File: config.mk
export PLATFORM = sky130hd
export DESIGN_NAME = long_mul_unit
export DESIGN_NICKNAME = d
export VERILOG_FILES = /design/src/rtl/long_mul_unit.sv
export SDC_FILE = /design/constraint.sdc
export NUM_CORES = 1
export LEC_CHECK = 0
export BUFFER_PORTS_ARGS = -buffer_cell sky130_fd_sc_hd__buf_2
export CORE_ASPECT_RATIO = 0.9
export CORE_MARGIN = 2
export CORE_UTILIZATION = 60
export DETAILED_ROUTE_END_ITERATION = 7
export PLACE_DENSITY_LB_ADDON = 0.15
export SETUP_SLACK_MARGIN = 0.15
export SYNTH_ARGS = -nofsm -noshare
export SYNTH_HDL_FRONTEND = slang
export SYNTH_SLANG_ARGS = --single-unit
File: constraint.sdc
create_clock -name clk -period 7.5 [get_ports clk]
set_input_delay 0.75 -clock clk [delete_from_list [all_inputs] [get_ports clk]]
set_output_delay 0.75 -clock clk [all_outputs]
set_load 0.05 [all_outputs]
File: src/rtl/long_mul_unit.sv
// Iterative 32x32 -> 64 multiplier for MUL/UMULL/SMULL with register-file write-back controls.
// Radix-2 shift-add over 32 CALC steps; one extra CALC cycle before DONE, so the completion pulse lands 33 edges after acceptance.
module long_mul_unit #(
   parameter int WIDTH = 32
) (
   input  logic               clk,
   input  logic               reset,
   input  logic               start,
   input  logic [1:0]         op,
   input  logic [WIDTH-1:0]   a,
   input  logic [WIDTH-1:0]   b,
   input  logic [3:0]         rdlo,
   input  logic [3:0]         rdhi,
   output logic               busy,
   output logic               done,
   output logic [2*WIDTH-1:0] result,
   output logic               we3,
   output logic               we4,
   output logic [3:0]         wa3,
   output logic [3:0]         wa4
);

   typedef enum logic [1:0] {IDLE, CALC, DONE} state_t;

   localparam logic [1:0] OP_MUL   = 2'b00;
   localparam logic [1:0] OP_UMULL = 2'b01;
   localparam logic [1:0] OP_SMULL = 2'b10;

   state_t             state_q, state_d;
   logic [1:0]         op_q, op_d;
   logic [3:0]         rdlo_q, rdlo_d;
   logic [3:0]         rdhi_q, rdhi_d;
   logic [2*WIDTH-1:0] mcand_q, mcand_d;
   logic [WIDTH-1:0]   mplier_q, mplier_d;
   logic [2*WIDTH-1:0] acc_q, acc_d;
   logic [4:0]         cnt_q, cnt_d;
   logic               last_q, last_d;
   logic               sign_q, sign_d;
   logic [2*WIDTH-1:0] result_q, result_d;
   logic [3:0]         wa3_q, wa3_d;
   logic [3:0]         wa4_q, wa4_d;

   logic [WIDTH-1:0]   neg_a, neg_b, a_sel, b_sel;
   logic               is_smull;

   // For SMULL the magnitudes are multiplied unsigned; 0x80000000 negates to itself and stays exact.
   assign neg_a    = {WIDTH{1'b0}} - a;
   assign neg_b    = {WIDTH{1'b0}} - b;
   assign is_smull = (op == OP_SMULL);
   assign a_sel    = (is_smull && a[WIDTH-1]) ? neg_a : a;
   assign b_sel    = (is_smull && b[WIDTH-1]) ? neg_b : b;

   always_comb begin
      state_d  = state_q;
      op_d     = op_q;
      rdlo_d   = rdlo_q;
      rdhi_d   = rdhi_q;
      mcand_d  = mcand_q;
      mplier_d = mplier_q;
      acc_d    = acc_q;
      cnt_d    = cnt_q;
      last_d   = last_q;
      sign_d   = sign_q;
      result_d = result_q;
      wa3_d    = wa3_q;
      wa4_d    = wa4_q;
      unique case (state_q)
         IDLE: begin
            if (start) begin
               state_d  = CALC;
               op_d     = op;
               rdlo_d   = rdlo;
               rdhi_d   = rdhi;
               mcand_d  = {{WIDTH{1'b0}}, a_sel};
               mplier_d = b_sel;
               sign_d   = is_smull & (a[WIDTH-1] ^ b[WIDTH-1]);
               acc_d    = '0;
               cnt_d    = '0;
               last_d   = 1'b0;
            end
         end
         CALC: begin
            // Write-back addresses move only at completion so they stay valid for the previous result.
            if (last_q) begin
               state_d  = DONE;
               result_d = sign_q ? ({2*WIDTH{1'b0}} - acc_q) : acc_q;
               wa3_d    = rdlo_q;
               wa4_d    = rdhi_q;
            end else begin
               if (mplier_q[0]) begin
                  acc_d = acc_q + mcand_q;
               end
               mcand_d  = {mcand_q[2*WIDTH-2:0], 1'b0};
               mplier_d = {1'b0, mplier_q[WIDTH-1:1]};
               cnt_d    = cnt_q + 5'd1;
               last_d   = (cnt_q == 5'd31);
            end
         end
         DONE: begin
            state_d = IDLE;
         end
         default: begin
            state_d = IDLE;
         end
      endcase
   end

   always_ff @(posedge clk or negedge reset) begin
      if (!reset) begin
         state_q  <= IDLE;
         op_q     <= '0;
         rdlo_q   <= '0;
         rdhi_q   <= '0;
         mcand_q  <= '0;
         mplier_q <= '0;
         acc_q    <= '0;
         cnt_q    <= '0;
         last_q   <= 1'b0;
         sign_q   <= 1'b0;
         result_q <= '0;
         wa3_q    <= '0;
         wa4_q    <= '0;
      end else begin
         state_q  <= state_d;
         op_q     <= op_d;
         rdlo_q   <= rdlo_d;
         rdhi_q   <= rdhi_d;
         mcand_q  <= mcand_d;
         mplier_q <= mplier_d;
         acc_q    <= acc_d;
         cnt_q    <= cnt_d;
         last_q   <= last_d;
         sign_q   <= sign_d;
         result_q <= result_d;
         wa3_q    <= wa3_d;
         wa4_q    <= wa4_d;
      end
   end

   assign busy   = (state_q != IDLE);
   assign done   = (state_q == DONE);
   assign we3    = done && (op_q == OP_MUL);
   assign we4    = done && ((op_q == OP_UMULL) || (op_q == OP_SMULL));
   assign result = result_q;
   assign wa3    = wa3_q;
   assign wa4    = wa4_q;

endmodule

==> key figures <==
Pwr
  • Power share of the clock group: 0.165
  • Switch share: 0.497
  • Psw: 0.00419 W
  • Maximum VDD drop: 0.000289 V
  • Int Power: 0.00425 W
  • Part of the power in combinational logic: 0.534
  • Sequential share of power: 0.301
  • Pwr dens: 476 mW/mm²
  • Leak Pwr: 8.02 nW

Synth
  • #FFs+latches synth: 251
  • Number of flops mapped to enable cells by yosys: 0
  • Predominant post-synthesis flop cell: dfrtp_1
  • Leading area contributor after synthesis: dfrtp_1
  • Synth warn: 0
  • Top post-synthesis cells by area: dfrtp_1 40%, o21ai_0 7.7%, nand2_1 6.5%
  • Number of distinct library cells after synthesis: 76
  • Yosys top cell area share: 0.396
  • FFs w/ async S/R, synth: 1.00
  • Syn Std Cell Area: 0.0159 mm²
  • Net Count, Synth: 2009
  • Leading cell types by count after synthesis: 275 x nand2_1, 251 x dfrtp_1, 245 x o21ai_0
  • Mapped Cells: 1862
  • Share of the yosys chip area belonging to registers: 0.396
  • Syn Area/Cell: 8.52 µm²
  • Count leader, synth: nand2_1

Critical path
  • Critical Path AT: 4320 ps
  • Family with the most delay on the worst path: compound AO/OA/AOI/OAI gates
  • Worst r2r path cells: 11
  • Crit path required time: 7890 ps
  • Critical path class: flip-flop to flip-flop
  • Slowest stage delay, CP: 630 ps
  • Stages on worst setup path: 11
  • Crit. End Element: flip-flop
  • Crit start category: flip-flop
  • Crit-path cells: ha_1 > a211o_1 > a221o_1 > a221oi_1 > a2111oi_0 > o32ai_1 > or2_1 > a311o_1 > o21bai_1 > xnor2_1 > o21ai_0
  • Crit path max fanout: 7
  • Crit path buffers/inverters: 0
  • Slowest library cell on the worst path: a221oi_1

Timing
  • Clock Skew: 24.0 ps
  • Post-layout min period: 3930 ps
  • Final TNS setup: 0 ps
  • Final setup viols: 0
  • Worst Tran Pin Value: 1000 ps
  • Peak Freq: 0.254 GHz
  • Tcrit/Tclk final: 0.524
  • Final hold violation count: 0
  • Worst relative slew slack: 0.331
  • Setup repair after global routing missed its margin: no
  • Max-slew violations: 0
  • Final worst slack: 3570 ps

Global route
  • First-pass GRT wire length: 70.7 mm
  • Pin count of the biggest net entering global routing: 147
  • GRT busiest layer: met1
  • Met2 Use GR: 0.474
  • Met3 GRT Util: 0.0492
  • Gr ovfl total: 0
  • Total track usage: 0.319
  • M1 GR Usage: 0.488
  • Vias in the first global route: 13.2k
  • Initial antenna violation count: 0

Place
  • GP Congestion: 0.975
  • Pre-CTS setup slack: 3770 ps
  • DP HPWL: 32.1 mm
  • Dpl cell area: 0.0168 mm²
  • PortBufs: 152

Job
  • Max_cap viols: 0

Routing
  • Via count: 14.3k
  • Antenna-violating nets left: 0
  • WL final: 44.1 mm
  • Via density: 6.17
  • Drt pass-1 iters: 5
  • Post-DR wirelength/cell: 19.0 µm
  • Initial DRC Count: 1518
  • DRC Markers: 0

Die
  • # IOs: 153
  • Starting Density: 0.609
  • DIE WIDTH: 175 µm
  • Core Footprint: 0.0261 mm²
  • FP Rows: 56
  • Die area: 0.0278 mm²
  • Chip Height: 158 µm

Min path
  • Hold crit path type: primary input to async pin

Cells and area
  • N_diodes: 0
  • Final instance area: 0.0177 mm²
  • Final Net Count: 2098
  • Layout cells sized above 1: 0.133
  • Area Overhead vs Synth: 11.7%

CTS
  • Worst skew pair latency: 560 ps
  • H-Tree Depth: 1
  • # hold bufs at CTS: 0
  • Clock Path Buffers: 3
  • TritonCTS buffer count: 27
  • CTS tree: built
  • Clock Tree Root: clkbuf_16
  • Reg clk slew, reported paths: 70 ps
  • Post-CTS sizing: 0
  • Sink Count: 251
  • Postcts setup bufs: 0

Outcome
  • Outcome: finished, final reports clean
## metrics by stage
step,util,power (W),hold WS (ps),std cells
global route,0.680,0.00905,270,2320
floorplan,-,0.00576,445,1862
finish,0.680,0.00844,205,2320
CTS,0.680,0.00841,259,2320
detailed placement,0.645,0.00699,465,2270
global placement,0.645,0.00690,458,2270
## area by class of cell
| class | instances | area [µm²] |
|---|---|---|
| Clock buffer | 31 | 711 |
| Clock inverter | 19 | 216 |
| Multi-Input combinational cell | 1475 | 9100 |
| Inverter | 35 | 131 |
| Fill cell | 2242 | 8330 |
| Timing Repair Buffer | 161 | 851 |
| Tap cell | 348 | 435 |
| Sequential cell | 251 | 6280 |
## power by group through the flow
stage          clock, W  combinational [W]  sequential [W]
2_1_floorplan         0            0.00283         0.00292
4_1_cts         0.00142            0.00447         0.00253
3_5_place_dp          0            0.00444         0.00254
6_report        0.00139            0.00450         0.00254
5_1_grt         0.00146            0.00497         0.00261
3_3_place_gp          0            0.00438         0.00252
## sequential cells by signal (all words and copies together), names as in the netlist
signal,flops
acc_q,64
mcand_q,64
result,64
mplier_q,32
cnt_q,5
rdhi_q,4
rdlo_q,4
wa3,4
wa4,4
op_q,2
state_q,2
last_q,1
sign_q,1
## layout by cell type (no fill, tap or decap), drive strengths merged, types with 31 or more instances in the layout
cell | Yosys | routed
clkbuf | 91 | 31
xnor2 | 64 | 64
dfrtp | 251 | 251
xor2 | 109 | 109
a22o | 37 | 37
ha | 69 | 69
buf | 10 | 161
o21ai | 261 | 261
nand2 | 276 | 276
nor3 | 33 | 33
nor2 | 125 | 125
a21oi | 173 | 173
a21o | 38 | 38
inv | 35 | 38
## cell families (layout without fill, tap and decap cells)
kind of cell,after synthesis,count (layout),share of synthesized area
simple gates,579,579,0.165
xor+xnor,173,173,0.0955
flops,251,251,0.396
buf+inv,136,246,0.0325
compound gates,634,634,0.242
fa+ha+maj,70,70,0.0557
mux,19,19,0.0133
## path summary, 6_finish.rpt
path / startpoint / end / slack (ps)
worst min register to register: result[43]$_DFFE_PN0P_ / result[43]$_DFFE_PN0P_ / 470
min in group clk: rdhi[2] / rdhi_q[2]$_DFFE_PN0P_ / 430
max in group asynchronous: reset / acc_q[40]$_DFFE_PN0P_ / 6000
worst min-delay path: reset / wa3[0]$_DFFE_PN0P_ / 200
worst max register to register: mcand_q[19]$_DFFE_PN0P_ / acc_q[57]$_DFFE_PN0P_ / 3570
worst max-delay path: mcand_q[19]$_DFFE_PN0P_ / acc_q[57]$_DFFE_PN0P_ / 3570
## routing by layer
metal | share of wire | vias to the layer above
met1 | 0.48 | 6893
met2 | 0.42 | 508
met4 | 0.022 | 0
li1 | - | 6844
met5 | 0 | -
met3 | 0.078 | 65
(Power assumes the default switching activity.)
